<file path="src/rtl/charge_session_ctrl_if.sv">
// Signal bundle between the charge session controller and its environment
// (debounced user inputs, plug sense and Counter_Main).
interface charge_session_ctrl_if;
    logic        CoinIn;
    logic        Start;
    logic        Stop;
    logic        PlugIn;
    logic [11:0] PresentTime;
    logic        CounterEnable;
    logic [3:0]  CounterInput;
    logic        CounterClr_n;
    logic        ChargeOn;
    logic        Done;
    logic [3:0]  Credit;
    logic [2:0]  State;

    modport master (
        output CoinIn, Start, Stop, PlugIn, PresentTime,
        input  CounterEnable, CounterInput, CounterClr_n, ChargeOn, Done, Credit, State
    );

    modport slave (
        input  CoinIn, Start, Stop, PlugIn, PresentTime,
        output CounterEnable, CounterInput, CounterClr_n, ChargeOn, Done, Credit, State
    );
endinterface

</file>
<file path="src/rtl/charge_session_ctrl.sv">
// Session controller for one charging bay: buys minutes of credit, clears and runs
// Counter_Main, and ends the charge on timeout, stop or unplug.
module charge_session_ctrl #(
    parameter logic [3:0] STEP       = 4'd1,
    parameter logic [3:0] MAX_CREDIT = 4'd9,
    parameter logic [7:0] DONE_HOLD  = 8'd50
) (
    input logic                  Clk,
    input logic                  nReset,
    charge_session_ctrl_if.slave bus
);

    typedef enum logic [2:0] {
        StIdle     = 3'd0,
        StArmed    = 3'd1,
        StClear    = 3'd2,
        StCharging = 3'd3,
        StPaused   = 3'd4,
        StDone     = 3'd5
    } state_e;

    state_e     stateQ, stateD;
    logic [3:0] creditQ, creditD;
    logic [7:0] holdQ, holdD;
    logic       enableQ, clrNQ, chargeQ, doneQ;
    logic [3:0] inputQ;
    logic [3:0] creditInc;
    logic       timeout;

    // Whole minutes elapsed reached the credit, exactly on the minute boundary.
    assign timeout = (bus.PresentTime[11:8] >= creditQ) && (bus.PresentTime[7:0] == 8'h00) &&
                     (bus.PresentTime[11:8] != 4'd0);

    assign creditInc = (creditQ < MAX_CREDIT) ? creditQ + 4'd1 : creditQ;

    always_comb begin
        stateD  = stateQ;
        creditD = creditQ;
        holdD   = 8'd0;
        unique case (stateQ)
            StIdle: begin
                if (bus.CoinIn) begin
                    stateD  = StArmed;
                    creditD = 4'd1;
                end
            end
            StArmed: begin
                if (bus.Stop) begin
                    stateD  = StIdle;
                    creditD = 4'd0;
                end else if (bus.Start && bus.PlugIn) begin
                    stateD = StClear;
                end else if (bus.CoinIn) begin
                    creditD = creditInc;
                end
            end
            StClear: begin
                stateD = bus.PlugIn ? StCharging : StDone;
            end
            StCharging: begin
                if (!bus.PlugIn || timeout) begin
                    stateD = StDone;
                end else if (bus.Stop) begin
                    stateD = StPaused;
                end else if (bus.CoinIn) begin
                    creditD = creditInc;
                end
            end
            StPaused: begin
                if (!bus.PlugIn || bus.Stop) begin
                    stateD = StDone;
                end else if (bus.Start) begin
                    stateD = StCharging;
                end else if (bus.CoinIn) begin
                    creditD = creditInc;
                end
            end
            StDone: begin
                if (holdQ == DONE_HOLD - 8'd1) begin
                    stateD  = StIdle;
                    creditD = 4'd0;
                end else begin
                    holdD = holdQ + 8'd1;
                end
            end
            default: begin
                stateD  = StIdle;
                creditD = 4'd0;
            end
        endcase
    end

    // Outputs are decoded from the next state so they change with the transition edge.
    always_ff @(posedge Clk) begin
        if (!nReset) begin
            stateQ  <= StIdle;
            creditQ <= 4'd0;
            holdQ   <= 8'd0;
            enableQ <= 1'b0;
            clrNQ   <= 1'b1;
            chargeQ <= 1'b0;
            doneQ   <= 1'b0;
            inputQ  <= STEP;
        end else begin
            stateQ  <= stateD;
            creditQ <= creditD;
            holdQ   <= holdD;
            enableQ <= (stateD == StCharging);
            clrNQ   <= (stateD != StClear);
            chargeQ <= (stateD == StCharging);
            doneQ   <= (stateD == StDone);
            inputQ  <= STEP;
        end
    end

    assign bus.CounterEnable = enableQ;
    assign bus.CounterInput  = inputQ;
    assign bus.CounterClr_n  = clrNQ;
    assign bus.ChargeOn      = chargeQ;
    assign bus.Done          = doneQ;
    assign bus.Credit        = creditQ;
    assign bus.State         = stateQ;

endmodule

</file>
<file path="src/flat_wrapper.sv">
// flat-port wrapper written by rule: the top's interface ports become plain ports
module charge_session_ctrl_flat 
#(
    parameter logic [3:0] STEP       = 4'd1,
    parameter logic [3:0] MAX_CREDIT = 4'd9,
    parameter logic [7:0] DONE_HOLD  = 8'd50
)
  (Clk, nReset, bus_CoinIn, bus_Start, bus_Stop, bus_PlugIn, bus_PresentTime, bus_CounterEnable, bus_CounterInput, bus_CounterClr_n, bus_ChargeOn, bus_Done, bus_Credit, bus_State);
  charge_session_ctrl_if bus_i ();
  input logic Clk;
  input logic nReset;
  input wire logic [$bits(bus_i.CoinIn)-1:0] bus_CoinIn;
  input wire logic [$bits(bus_i.Start)-1:0] bus_Start;
  input wire logic [$bits(bus_i.Stop)-1:0] bus_Stop;
  input wire logic [$bits(bus_i.PlugIn)-1:0] bus_PlugIn;
  input wire logic [$bits(bus_i.PresentTime)-1:0] bus_PresentTime;
  output wire logic [$bits(bus_i.CounterEnable)-1:0] bus_CounterEnable;
  output wire logic [$bits(bus_i.CounterInput)-1:0] bus_CounterInput;
  output wire logic [$bits(bus_i.CounterClr_n)-1:0] bus_CounterClr_n;
  output wire logic [$bits(bus_i.ChargeOn)-1:0] bus_ChargeOn;
  output wire logic [$bits(bus_i.Done)-1:0] bus_Done;
  output wire logic [$bits(bus_i.Credit)-1:0] bus_Credit;
  output wire logic [$bits(bus_i.State)-1:0] bus_State;
  assign bus_i.CoinIn = bus_CoinIn;
  assign bus_i.Start = bus_Start;
  assign bus_i.Stop = bus_Stop;
  assign bus_i.PlugIn = bus_PlugIn;
  assign bus_i.PresentTime = bus_PresentTime;
  assign bus_CounterEnable = bus_i.CounterEnable;
  assign bus_CounterInput = bus_i.CounterInput;
  assign bus_CounterClr_n = bus_i.CounterClr_n;
  assign bus_ChargeOn = bus_i.ChargeOn;
  assign bus_Done = bus_i.Done;
  assign bus_Credit = bus_i.Credit;
  assign bus_State = bus_i.State;
  charge_session_ctrl #(.STEP(STEP), .MAX_CREDIT(MAX_CREDIT), .DONE_HOLD(DONE_HOLD)) u_core (.Clk(Clk), .nReset(nReset), .bus(bus_i));
endmodule
</file>
<file path="config.mk">
export PLATFORM = sky130hd
export DESIGN_NAME = charge_session_ctrl_flat
export DESIGN_NICKNAME = d
export VERILOG_FILES = /design/src/rtl/charge_session_ctrl_if.sv /design/src/rtl/charge_session_ctrl.sv /design/src/flat_wrapper.sv
export SDC_FILE = /design/constraint.sdc
export NUM_CORES = 1
export LEC_CHECK = 0
export BUFFER_PORTS_ARGS = -buffer_cell sky130_fd_sc_hd__buf_2
export CORE_MARGIN = 2
export CORE_UTILIZATION = 51
export DETAILED_ROUTE_END_ITERATION = 8
export GPL_TIMING_DRIVEN = 0
export MAX_ROUTING_LAYER = met4
export PLACE_DENSITY = 0.75
export SKIP_LAST_GASP = 1
export SLEW_MARGIN = 5
export SYNTH_ARGS = -nofsm -noshare
export SYNTH_HDL_FRONTEND = slang
export SYNTH_SLANG_ARGS = --single-unit
</file>
<file path="constraint.sdc">
create_clock -name Clk -period 2.5 [get_ports Clk]
set_clock_uncertainty 0.05 [all_clocks]
set_input_delay 0.25 -clock Clk [delete_from_list [all_inputs] [get_ports Clk]]
set_output_delay 0.25 -clock Clk [all_outputs]
set_load 0.01 [all_outputs]
</file>
==> summary by stage, run 1 <==
Timing
Derived from the worst setup path, the maximum achievable clock frequency is 439 MHz. Setup repair after global routing left no endpoint under its margin. The number of pins exceeding their max-slew limit in the final report was 0. For the pin with the worst max-slew slack, the measured transition is 0.650 ns. The final hold violation count is 0.

The final worst setup slack is 0.220 ns. The portion of the clock cycle consumed by the worst path in the final layout is 91.2%. The final total negative setup slack is 0 ns. The normalized max-slew margin is 56.1%. The shortest period the worst path allows is 2.28 ns.

On the final layout, the worst hold slack is 0.207 ns. Setup violations remaining at the end of the flow were counted as 0.

Floorplanning
The floorplan step defined a die boundary enclosing 2780 µm². The chip height is 52.7 µm. For this configuration, the core starts out at a cell density of 54.2%. The core region is 2230 µm². The chip width is 52.7 µm. The floorplan row count is 17. For this design the top-level I/O count stands at 33.

Finish
The count of filler cells inserted in the layout is 210. The count of cells in the finished layout, fillers not included, comes to 205. Relative to the synthesized area, the layout overhead comes to 16.9%. The diode insertion count for antenna repair is 0.

The share of post-route cells with drive strength above 1 is 25.4%. The final-stage net count is 205. The final core utilization is 63.4%. After routing the design area is 1420 µm².

Yosys
The proportion of synthesized flip-flops having asynchronous set or reset is 0%. The number of library cell types mapped by synthesis is 39. After synthesis, the cell types taking the most area are sky130_fd_sc_hd__dfxtp_1 30%, sky130_fd_sc_hd__ha_1 8.3%, sky130_fd_sc_hd__nor2_1 5.9%. The area fraction in compound gates after synthesis is 23.6%. The cell count after synthesis came out at 144. For this run, the register share of the synthesized area comes to 29.8%. The library cell occupying the most area in the post-synthesis netlist is sky130_fd_sc_hd__dfxtp_1. In this run the cell area of the synthesized design comes to 1210 µm². Summing the areas of all xor and xnor instances in the mapped netlist gives 4.34% of the synthesized area.

The number of storage elements in the synthesis netlist is 18. The average footprint of a synthesized cell is 8.41 µm². Among all flip-flop cells after synthesis, the most frequent one is sky130_fd_sc_hd__dfxtp_1. After Yosys synthesis, and, or, nand and nor cells account for 26.4% of the synthesized area.

Multiplexer cells account for 0% of the synthesized area. The Yosys step of the flow raised 0 warnings. The arithmetic-cell share of the synthesized area counting full adders, half adders and majority gates is 8.26%. The top-area cell type share of the netlist area is 29.8%.

After synthesis, the largest family of logic cells by area is simple AND/OR/NAND/NOR gates. Yosys mapped a number of flops with a built-in enable equal to 0.

Placed design
In this run, placement finished with an instance count of 202. The congestion estimate from routability-driven global placement came to 0.924. After legalization and detailed placement, the total HPWL measured 2.14 mm. Prior to clock tree synthesis, the placed netlist has a worst setup slack of 0.215 ns.

The count of port buffers added during placement is 28. The post-detailed-placement cell area is 1390 µm².

Clock network
The number of instances resized during post-cts repair is 0. TritonCTS built the clock tree. Clock-pin slew was measured on the worst setup and hold paths at 0.09 ns. Buffers added to address setup during post-CTS repair amount to 0. The root buffer cell is sky130_fd_sc_hd__clkbuf_4. The total CTS buffers is 3. The worst-skew pair later-pin latency is 0.28 ns. The number of clock sinks seen by CTS is 18. The number of H-tree levels is 1.

No sink is reached through more buffers than the 2 on the longest clock path. The post-cts hold buffer count is 0.

Detailed routing
In this run the remaining antenna-violating nets after routing total 0. Detailed routing placed a total of 233 µm of wire on met3. The highest layer touched by signal routing is met3.

The routed metal-1 wire length is 1.15 mm. For this run, design rule violations remaining after detail routing come to 0. The final layout contains routed wiring with a total length of 2.67 mm. Using the TritonRoute via totals, the vias-per-cell ratio works out to 5.72.

The first-iteration detailed-routing DRC count is 36. The first detailed-routing pass ran for 4 iterations. The routed wirelength normalized by instance count is 13.0 µm. Wire segments on met2 add up to 1.29 mm in the final route.

The via count of the routed design is 1172.

Setup path
The worst setup path is launched from a flop. The launch point of the worst reg-to-reg path is u_core.bus.Credit[0]. The setup slack on the worst flop-to-flop path is 0.22 ns. The highest net fanout along the worst path is 7. The required time of the critical path is 2.60 ns.

The category of the most critical setup path is reg2reg. The critical path arrival is 2.38 ns. The endpoint kind of the worst setup timing path is a flop. In this run the critical register-to-register path is captured at u_core.bus.Credit[1]. The number of cells on the worst reg-to-reg path is 6.

Power
IR analysis of the VDD net gives a maximum drop of 0.389 mV. Summed over all cells, the static leakage comes to 0.574 nW. In this run the power density over the cells is 390 nW/µm². The design draws 0.552 mW.

Global routing
The wire length of the first global-routing pass is 4.51 mm. The pin count of the biggest net entering global routing is 11. The number of antenna violations at the first check in global routing is 0.

The via count of the first global-routing pass is 1032. After global routing the overflow that remains totals 0. The all-layer global routing usage is 22.2%.

Job
The total of max-cap violations is 0.

Hold path
The worst hold path belongs to the class in2reg. The worst hold path startpoint is nReset. Counting instances, the worst hold path has a depth of 2. The worst hold path terminates at u_core.bus.Credit[3].

Outcome
The run finished with clean final reports.
[Yosys cell counts, types with 2 or more instances]
cell and count:
sky130_fd_sc_hd__nor2_1 19, sky130_fd_sc_hd__dfxtp_1 18, sky130_fd_sc_hd__inv_1 9, sky130_fd_sc_hd__ha_1 8, sky130_fd_sc_hd__nand2_1 8, sky130_fd_sc_hd__nand3_1 8
sky130_fd_sc_hd__o21ai_0 6, sky130_fd_sc_hd__a21oi_1 5, sky130_fd_sc_hd__buf_4 5, sky130_fd_sc_hd__nand2b_1 5, sky130_fd_sc_hd__nor2b_1 5, sky130_fd_sc_hd__o21a_1 4
sky130_fd_sc_hd__nand4_1 3, sky130_fd_sc_hd__xnor2_1 3, sky130_fd_sc_hd__xor2_1 3, sky130_fd_sc_hd__a2111oi_4 2, sky130_fd_sc_hd__a31oi_1 2, sky130_fd_sc_hd__buf_2 2
sky130_fd_sc_hd__conb_1 2, sky130_fd_sc_hd__nand3b_1 2, sky130_fd_sc_hd__nor3b_1 2, sky130_fd_sc_hd__nor4_1 2, sky130_fd_sc_hd__nor4_2 2, sky130_fd_sc_hd__o32a_1 2
sky130_fd_sc_hd__o32ai_1 2, sky130_fd_sc_hd__o41ai_1 2
[where the power goes]
group | total, mW | internal [mW] | switching (mW)
Combinational | 0.117 | 0.0512 | 0.0661
Clock | 0.134 | 0.0560 | 0.0780
Sequential | 0.301 | 0.292 | 0.00821
Total | 0.552 | 0.399 | 0.152
[worst max-delay path, cell delays in order, from the launching register on]
cell,delay [ns]
sky130_fd_sc_hd__dfxtp_1,0.47
sky130_fd_sc_hd__ha_1,0.27
sky130_fd_sc_hd__nand2b_1,0.17
sky130_fd_sc_hd__a2111oi_4,0.40
sky130_fd_sc_hd__nor4_2,0.15
sky130_fd_sc_hd__a2111oi_1,0.46
sky130_fd_sc_hd__o32ai_1,0.17
[cells in the final DEF, fill, tap and decap left out, types with 3 or more instances in the layout]
master / netlist / layout
sky130_fd_sc_hd__nand2b_1: 5 / 5
sky130_fd_sc_hd__xnor2_1: 3 / 3
sky130_fd_sc_hd__o21ai_0: 6 / 6
sky130_fd_sc_hd__clkbuf_4: 0 / 3
sky130_fd_sc_hd__a21oi_1: 5 / 5
sky130_fd_sc_hd__dfxtp_1: 18 / 18
sky130_fd_sc_hd__inv_1: 9 / 9
sky130_fd_sc_hd__nand4_1: 3 / 3
sky130_fd_sc_hd__xor2_1: 3 / 3
sky130_fd_sc_hd__buf_4: 5 / 5
sky130_fd_sc_hd__ha_1: 8 / 8
sky130_fd_sc_hd__conb_1: 2 / 4
sky130_fd_sc_hd__nand3_1: 8 / 8
sky130_fd_sc_hd__nor2_1: 19 / 19
sky130_fd_sc_hd__o21a_1: 4 / 4
sky130_fd_sc_hd__nand2_1: 8 / 8
sky130_fd_sc_hd__buf_2: 2 / 30
sky130_fd_sc_hd__nor2b_1: 5 / 5
[metal layers]
layer  track usage (%)  vias to the layer above
met5                 -                        -
met4              2.56                        0
met3              5.14                        0
met2              37.1                       52
met1              28.2                      539
li1                  -                      581
[state kept, by name (all words and copies together) (netlist names)]
name / flops
u_core.bus.Done: 1
u_core.bus.Credit: 4
u_core.bus.State: 3
u_core.holdQ: 8
u_core.bus.CounterEnable: 1
u_core.bus.CounterClr_n: 1
[kinds of logic after synthesis]
family                   after synthesis
adder cells (fa/ha/maj)                8
AO/OA/AOI/OAI                         33
AND/OR/NAND/NOR                       60
XOR/XNOR                               6
buffers and inverters                 17
flip-flops                            18
other                                  2
[cell type report]
type / count / area [µm²] / share of cell area (%)
multi-input cells: 111 / 773 / 54.6
well taps: 28 / 35.0 / 2.47
flip-flops and latches: 18 / 360 / 25.4
plain buffers: 8 / 51.3 / 3.62
repair buffers: 28 / 140 / 9.89
clock buffers: 3 / 22.5 / 1.59
inverters: 9 / 33.8 / 2.39
[how the worst max path moves through the flow]
stage                                 endpoint                  from
after floorplan           u_core.bus.Credit[3]  u_core.bus.Credit[0]
after global placement    u_core.bus.Credit[1]  u_core.bus.Credit[0]
after detailed placement  u_core.bus.Credit[1]  u_core.bus.Credit[0]
after CTS                 u_core.bus.Credit[1]  u_core.bus.Credit[0]
after global routing      u_core.bus.Credit[1]  u_core.bus.Credit[0]
final                     u_core.bus.Credit[1]  u_core.bus.Credit[0]
Power figures use the tool's default switching activity.
==> run 2, diff against run 1 <==
--- a/config.mk
+++ b/config.mk
@@ -9,9 +9,8 @@
 export CORE_MARGIN = 2
 export CORE_UTILIZATION = 51
 export DETAILED_ROUTE_END_ITERATION = 8
-export GPL_TIMING_DRIVEN = 0
 export MAX_ROUTING_LAYER = met4
-export PLACE_DENSITY = 0.75
+export PLACE_DENSITY_LB_ADDON = 0.15
 export SKIP_LAST_GASP = 1
 export SLEW_MARGIN = 5
 export SYNTH_ARGS = -nofsm -noshare
==> run 2 against run 1 <==
Compared with the run above:
- final cell count shrank 3.4%
- critical path depth is the same
- combinational power shrank 9%
- fmax shrank 0.87%
- largest power group unchanged
==> summary by stage, run 2 (synthesis gave the netlist of run 1 again) <==
Clock network
The number of instances resized during post-cts repair is 0 (unchanged). The worst-skew pair later-pin latency came to 0.28 ns (about the same). The number of clock sinks seen by CTS was 18 (unchanged). The clock-pin slew on the worst setup and hold paths is 0.09 ns (about the same). The root buffer cell is sky130_fd_sc_hd__clkbuf_4 (unchanged). The post-cts hold buffer count is 0 (unchanged). The TritonCTS clock tree is yes (unchanged). The number of H-tree levels came to 1 (unchanged). The maximum clock insertion buffer count is 2 (unchanged). The total CTS buffers was 3 (unchanged).

The count of buffers added by post-CTS timing repair for setup is 0 (unchanged).

Timing
The actual slew at the worst max-slew pin is 0.703 ns (was 0.650 ns). The final total negative setup slack is 0 ns (unchanged). The worst hold margin is 0.205 ns (was 0.207 ns).

RSZ-0062 raised after global routing: no (unchanged). The portion of the clock cycle consumed by the worst path in the final layout came to 92.0% (was 91.2%). The maximum clock rate is 435 MHz (was 439 MHz). The normalized max-slew margin was 52.5% (was 56.1%). The number of pins exceeding their max-slew limit in the final report is 0 (unchanged).

The final setup violation count is 0 (unchanged). The shortest period the worst path allows is 2.30 ns (was 2.28 ns). The final hold violation count is 0 (unchanged).

Detailed routing
The antenna violation net count after detailed routing was 0 (unchanged). The via count of the routed design is 1143 (was 1172). The first-iteration detailed-routing DRC count came to 32 (was 36). The via density per instance is 5.77 (was 5.72). The routed wirelength normalized by instance count came to 13.4 µm (was 13.0 µm). The iteration count of the initial detailed-routing pass is 5 (was 4).

The post-route DRC violation count came to 0 (unchanged). The total wire length is 2.65 mm (was 2.67 mm).

Finish
The post-route cell area is 1370 µm² (was 1420 µm²). The flip-flop count of the largest register after layout is 8 (unchanged). The commonest non-fill, non-tap cell in the layout is sky130_fd_sc_hd__buf_2 (unchanged). The register containing the most flip-flops in the final layout is u_core.holdQ (unchanged). The share of post-route cells with drive strength above 1 is 22.9% (was 25.4%). Most frequent cells in the layout: 28 x sky130_fd_sc_hd__buf_2, 19 x sky130_fd_sc_hd__nor2_1, 18 x sky130_fd_sc_hd__dfxtp_1 (was 30 x sky130_fd_sc_hd__buf_2, 19 x sky130_fd_sc_hd__nor2_1, 18 x sky130_fd_sc_hd__dfxtp_1). The final-stage net count came to 198 (was 205). The area growth from synthesis to final layout is 13.3% (was 16.9%).

The diode insertion count for antenna repair was 0 (unchanged).

Setup path
The highest net fanout along the worst path is 7 (unchanged). The endpoint kind of the worst setup timing path is a flop (unchanged). The nature of the critical path startpoint is a flop (unchanged).

The combined buffer and inverter count along the critical path is 0 (unchanged). The top cell family by delay on the critical path was compound AO/OA/AOI/OAI gates (unchanged). The highest-delay cell along the critical path is sky130_fd_sc_hd__a2111oi_1 (was sky130_fd_sc_hd__dfxtp_1). The largest stage delay on the critical path is 0.50 ns (was 0.47 ns). The category of the most critical setup path is reg2reg (unchanged). CP cell instances: ha_1 > nand2b_1 > a2111oi_4 > nor4_2 > a2111oi_1 > o32ai_1 (unchanged). The critical path arrival was 2.40 ns (was 2.38 ns).

The required time of the critical path is 2.60 ns (about the same).

Global routing
The via count of the first global-routing pass is 1007 (was 1032). The all-layer global routing usage is 22.1% (was 22.2%). The wire length of the first global-routing pass is 4.46 mm (was 4.51 mm). The number of antenna violations at the first check in global routing is 0 (unchanged). The pin count of the biggest net entering global routing was 16 (was 11).

The remaining global-route overflow was 0 (unchanged).

Outcome
Status: finished, final reports clean (unchanged).

Floorplanning
The effective utilization at floorplan is 54.2% (unchanged). The boundary pin count came to 33 (unchanged). The chip width was 52.7 µm (unchanged). The chip height is 52.7 µm (unchanged).

The floorplan core area was 2230 µm² (unchanged). The floorplan row count was 17 (unchanged). The full die area is 2780 µm² (unchanged).

Hold path
The class of the most critical hold timing path is in2reg (unchanged).

Power
The leakage power summed over all cells is 0.542 nW (was 0.574 nW). The maximum resistive drop on vdd is 0.410 mV (was 0.389 mV). The total power per unit cell area is 396 nW/µm² (was 390 nW/µm²).

Placed design
The count of port buffers added during placement is 28 (unchanged). The half-perimeter wire length after placement is 2.15 mm (was 2.14 mm). The final weighted congestion in routability-driven placement is 0.950 (was 0.924).

The post-detailed-placement cell area is 1350 µm² (was 1390 µm²).

Job
The total of max-cap violations was 0 (unchanged).
[run 2: cell types whose count changed in the layout (fill, tap and decap cells not counted)]
| cell | change |
|---|---|
| sky130_fd_sc_hd__buf_4 | -4 |
| sky130_fd_sc_hd__buf_2 | -2 |
| sky130_fd_sc_hd__clkbuf_1 | -1 |
[run 2: final timing paths]
| check | startpoint | to | slack (ns) | cells after the start |
|---|---|---|---|---|
| max | u_core.bus.Credit[0] | u_core.bus.Credit[1] | 0.20 | 6 |
| min | nReset | u_core.bus.Credit[3] | 0.21 | 2 |
| max reg2reg | u_core.bus.Credit[0] | u_core.bus.Credit[1] | 0.20 | 6 |
| min reg2reg | u_core.holdQ[0] | u_core.holdQ[0] | 0.45 | 1 |
[run 2: layer usage]
| layer | part of all wire, % | vias up | global-route usage, % |
|---|---|---|---|
| met2 | 45 | 53 | 34.8 |
| met3 | 7.6 | 2 | 6.29 |
| li1 | - | 564 | - |
| met1 | 47 | 524 | 28.8 |
| met4 | 0.30 | 0 | 2.99 |
| met5 | 0 | - | - |
[run 2: layout make-up]
cell class                      count  area [µm²]
Clock buffer                        3        22.5
Fill cell                         217         861
Inverter                            9        33.8
Multi-Input combinational cell    111         773
Sequential cell                    18         360
Tap cell                           28        35.0
Timing Repair Buffer               29         148
[run 2: stage by stage]
step	power (mW)	util, %	instances	setup slack [ns]
finish	0.543	61.5	198	0.200
global route	0.570	61.5	198	0.0466
floorplan	0.383	-	146	0.373
detailed placement	0.417	60.4	195	0.245
global placement	0.415	60.4	195	0.373
CTS	0.546	61.5	198	0.214
[run 2: power breakdown]
part	internal, mW	total, mW	switching [mW]
clock network	0.0559	0.131	0.0754
logic	0.0461	0.107	0.0611
registers	0.292	0.305	0.0125
==> run 3, diff against run 2 <==
--- a/config.mk
+++ b/config.mk
@@ -6,11 +6,14 @@
 export NUM_CORES = 1
 export LEC_CHECK = 0
 export BUFFER_PORTS_ARGS = -buffer_cell sky130_fd_sc_hd__buf_2
+export CELL_PAD_IN_SITES_DETAIL_PLACEMENT = 1
+export CELL_PAD_IN_SITES_GLOBAL_PLACEMENT = 1
 export CORE_MARGIN = 2
-export CORE_UTILIZATION = 51
+export CORE_UTILIZATION = 37
+export CTS_CLUSTER_DIAMETER = 120
 export DETAILED_ROUTE_END_ITERATION = 8
 export MAX_ROUTING_LAYER = met4
-export PLACE_DENSITY_LB_ADDON = 0.15
+export PLACE_DENSITY_LB_ADDON = 0.1
 export SKIP_LAST_GASP = 1
 export SLEW_MARGIN = 5
 export SYNTH_ARGS = -nofsm -noshare
==> run 3 against run 2 <==
Compared with the run above:
- sequential power hardly changed
- highest routed layer unchanged
- non-clock buffer count grew 1
- largest power group unchanged
- wire length is 21% higher
- register-to-register slack better by 0.14 ns
- power rose by 9.4%
- critical path depth did not move
- global-route usage fell by 3.1 points
==> summary by stage, run 3 (synthesis gave the netlist of run 1 again) <==
Setup path
The category of the most critical setup path is reg2reg (unchanged). The nature of the critical path startpoint is a flop (unchanged). The worst setup path startpoint was u_core.bus.Credit[0] (unchanged). The combined buffer and inverter count along the critical path was 0 (unchanged).

The top cell family by delay on the critical path is compound AO/OA/AOI/OAI gates (unchanged). The largest stage delay on the critical path came to 0.47 ns (was 0.50 ns). CP cell instances: ha_1 > nand2b_1 > a2111oi_4 > nor4_2 > a2111oi_1 > o32ai_1 (unchanged). The depth of the critical timing path with buffers and inverters included came to 6 (unchanged). The endpoint kind of the worst setup timing path is a flop (unchanged). The highest-delay cell along the critical path is sky130_fd_sc_hd__a2111oi_1 (unchanged). The endpoint of the worst register-to-register path is u_core.bus.Credit[1] (unchanged). The highest net fanout along the worst path is 6 (was 7). The critical path arrival is 2.27 ns (was 2.40 ns). The launch point of the worst reg-to-reg path is u_core.bus.Credit[0] (unchanged). The path depth of the worst reg2reg path is 6 (unchanged).

The required time of the critical path is 2.61 ns (was 2.60 ns). The setup slack on the worst flop-to-flop path is 0.34 ns (was 0.20 ns).

Detailed routing
The via density per instance was 5.34 (was 5.77). The met2 wire length came to 1.65 mm (was 1.20 mm). The first-iteration detailed-routing DRC count is 57 (was 32). The routed wirelength normalized by instance count is 14.9 µm (was 13.4 µm). The uppermost signal routing layer after detailed routing was met4 (unchanged). The routed metal-1 wire length came to 1.36 mm (was 1.24 mm). The antenna violation net count after detailed routing is 0 (unchanged). The iteration count of the initial detailed-routing pass came to 4 (was 5). The post-route DRC violation count came to 0 (unchanged). The via count of the routed design is 1153 (was 1143). The total wire length is 3.21 mm (was 2.65 mm). The met3 wire length was 151 µm (was 201 µm).

Clock network
The count of buffers added by post-CTS timing repair for setup is 0 (unchanged). The maximum clock insertion buffer count is 2 (unchanged). The clock-pin slew on the worst setup and hold paths came to 0.10 ns (was 0.09 ns). The root buffer cell is sky130_fd_sc_hd__clkbuf_4 (unchanged).

The worst-skew pair later-pin latency came to 0.28 ns (about the same). The number of clock sinks seen by CTS came to 18 (unchanged). The number of instances resized during post-cts repair came to 0 (unchanged). The total CTS buffers is 3 (unchanged). The number of H-tree levels is 1 (unchanged).

The post-cts hold buffer count is 0 (unchanged). The TritonCTS clock tree is yes (unchanged).

Timing
The shortest period the worst path allows is 2.16 ns (was 2.30 ns). The final setup violation count was 0 (unchanged). The maximum clock rate is 462 MHz (was 435 MHz). The number of pins exceeding their max-slew limit in the final report is 0 (unchanged). The normalized max-slew margin is 41.6% (was 52.5%). The portion of the clock cycle consumed by the worst path in the final layout is 86.5% (was 92.0%). The final total negative setup slack was 0 ns (unchanged). RSZ-0062 raised after global routing: no (unchanged). The actual slew at the worst max-slew pin is 0.865 ns (was 0.703 ns). The final hold violation count was 0 (unchanged).

Finish
The register containing the most flip-flops in the final layout is u_core.holdQ (unchanged). The area growth from synthesis to final layout is 16.7% (was 13.3%). The final-stage net count came to 199 (was 198). The diode insertion count for antenna repair is 0 (unchanged).

Most frequent cells in the layout: 28 x sky130_fd_sc_hd__buf_2, 19 x sky130_fd_sc_hd__nor2_1, 18 x sky130_fd_sc_hd__dfxtp_1 (unchanged). The flip-flop count of the largest register after layout is 8 (unchanged). The share of post-route cells with drive strength above 1 came to 23.8% (was 22.9%). The commonest non-fill, non-tap cell in the layout was sky130_fd_sc_hd__buf_2 (unchanged).

Hold path
The worst hold path endpoint is u_core.bus.Credit[3] (unchanged). The class of the most critical hold timing path is in2reg (unchanged). The cell depth of the worst hold path is 2 (unchanged). The worst hold path startpoint is nReset (unchanged).

Outcome
Status: finished, final reports clean (unchanged).

Power
The sum of internal, switching and leakage power is 0.595 mW (was 0.543 mW). The total power per unit cell area is 421 nW/µm² (was 396 nW/µm²). The maximum resistive drop on vdd came to 0.261 mV (was 0.410 mV).

The leakage power summed over all cells is 0.554 nW (was 0.542 nW).

Job
The total of max-cap violations came to 0 (unchanged).

Floorplanning
The floorplan core area is 3080 µm² (was 2230 µm²). The effective utilization at floorplan was 39.3% (was 54.2%). The boundary pin count is 33 (unchanged). The floorplan row count is 20 (was 17).

The full die area is 3750 µm² (was 2780 µm²). The chip height is 61.2 µm (was 52.7 µm). The chip width is 61.2 µm (was 52.7 µm).

Placed design
The half-perimeter wire length after placement came to 2.68 mm (was 2.15 mm). The final weighted congestion in routability-driven placement is 0.865 (was 0.950). The count of port buffers added during placement came to 28 (unchanged).

Global routing
The wire length of the first global-routing pass is 5.14 mm (was 4.46 mm). The via count of the first global-routing pass is 1146 (was 1007). The pin count of the biggest net entering global routing came to 16 (unchanged). The number of antenna violations at the first check in global routing is 0 (unchanged). The remaining global-route overflow is 0 (unchanged). The all-layer global routing usage is 19.0% (was 22.1%).
==> run 3: metrics by stage <==
step	cell area [µm²]	hold slack [ns]	util [%]	cells	setup WS, ns
2_1_floorplan	1220	0.331	-	146	0.373
3_3_place_gp	1380	0.420	44.8	212	0.390
3_5_place_dp	1380	0.431	44.8	212	0.315
4_1_cts	1410	0.191	45.9	216	0.327
5_1_grt	1410	0.206	45.9	216	0.115
6_report	1410	0.196	45.9	216	0.338
==> run 3: cell type report <==
class / count / area, µm²
fillers: 396 / 1660
multi-input cells: 111 / 773
repair buffers: 30 / 155
inverters: 9 / 33.8
well taps: 44 / 55.1
flip-flops and latches: 18 / 360
clock buffers: 4 / 36.3
==> run 3: routing by layer <==
layer,vias up,track usage (%)
met1,554,20.9
li1,565,-
met4,0,6.83
met5,-,-
met2,28,34.5
met3,6,2.52
==> run 3: worst max path at each step <==
stage                               endpoint
floorplan               u_core.bus.Credit[3]
global placement    u_core.bus.CounterEnable
detailed placement      u_core.bus.Credit[1]
CTS                     u_core.bus.Credit[1]
global route            u_core.bus.Credit[1]
finish                  u_core.bus.Credit[1]
==> run 3: report_power, final <==
part	internal (mW)	switching (mW)
Combinational	0.0494	0.0689
Clock	0.0885	0.0858
Sequential	0.292	0.00951
==> run 3: worst register-to-register path, stage by stage (launching register included) <==
cell,delay (ns)
sky130_fd_sc_hd__dfxtp_1,0.34
sky130_fd_sc_hd__ha_1,0.29
sky130_fd_sc_hd__nand2b_1,0.18
sky130_fd_sc_hd__a2111oi_4,0.39
sky130_fd_sc_hd__nor4_2,0.15
sky130_fd_sc_hd__a2111oi_1,0.47
sky130_fd_sc_hd__o32ai_1,0.17
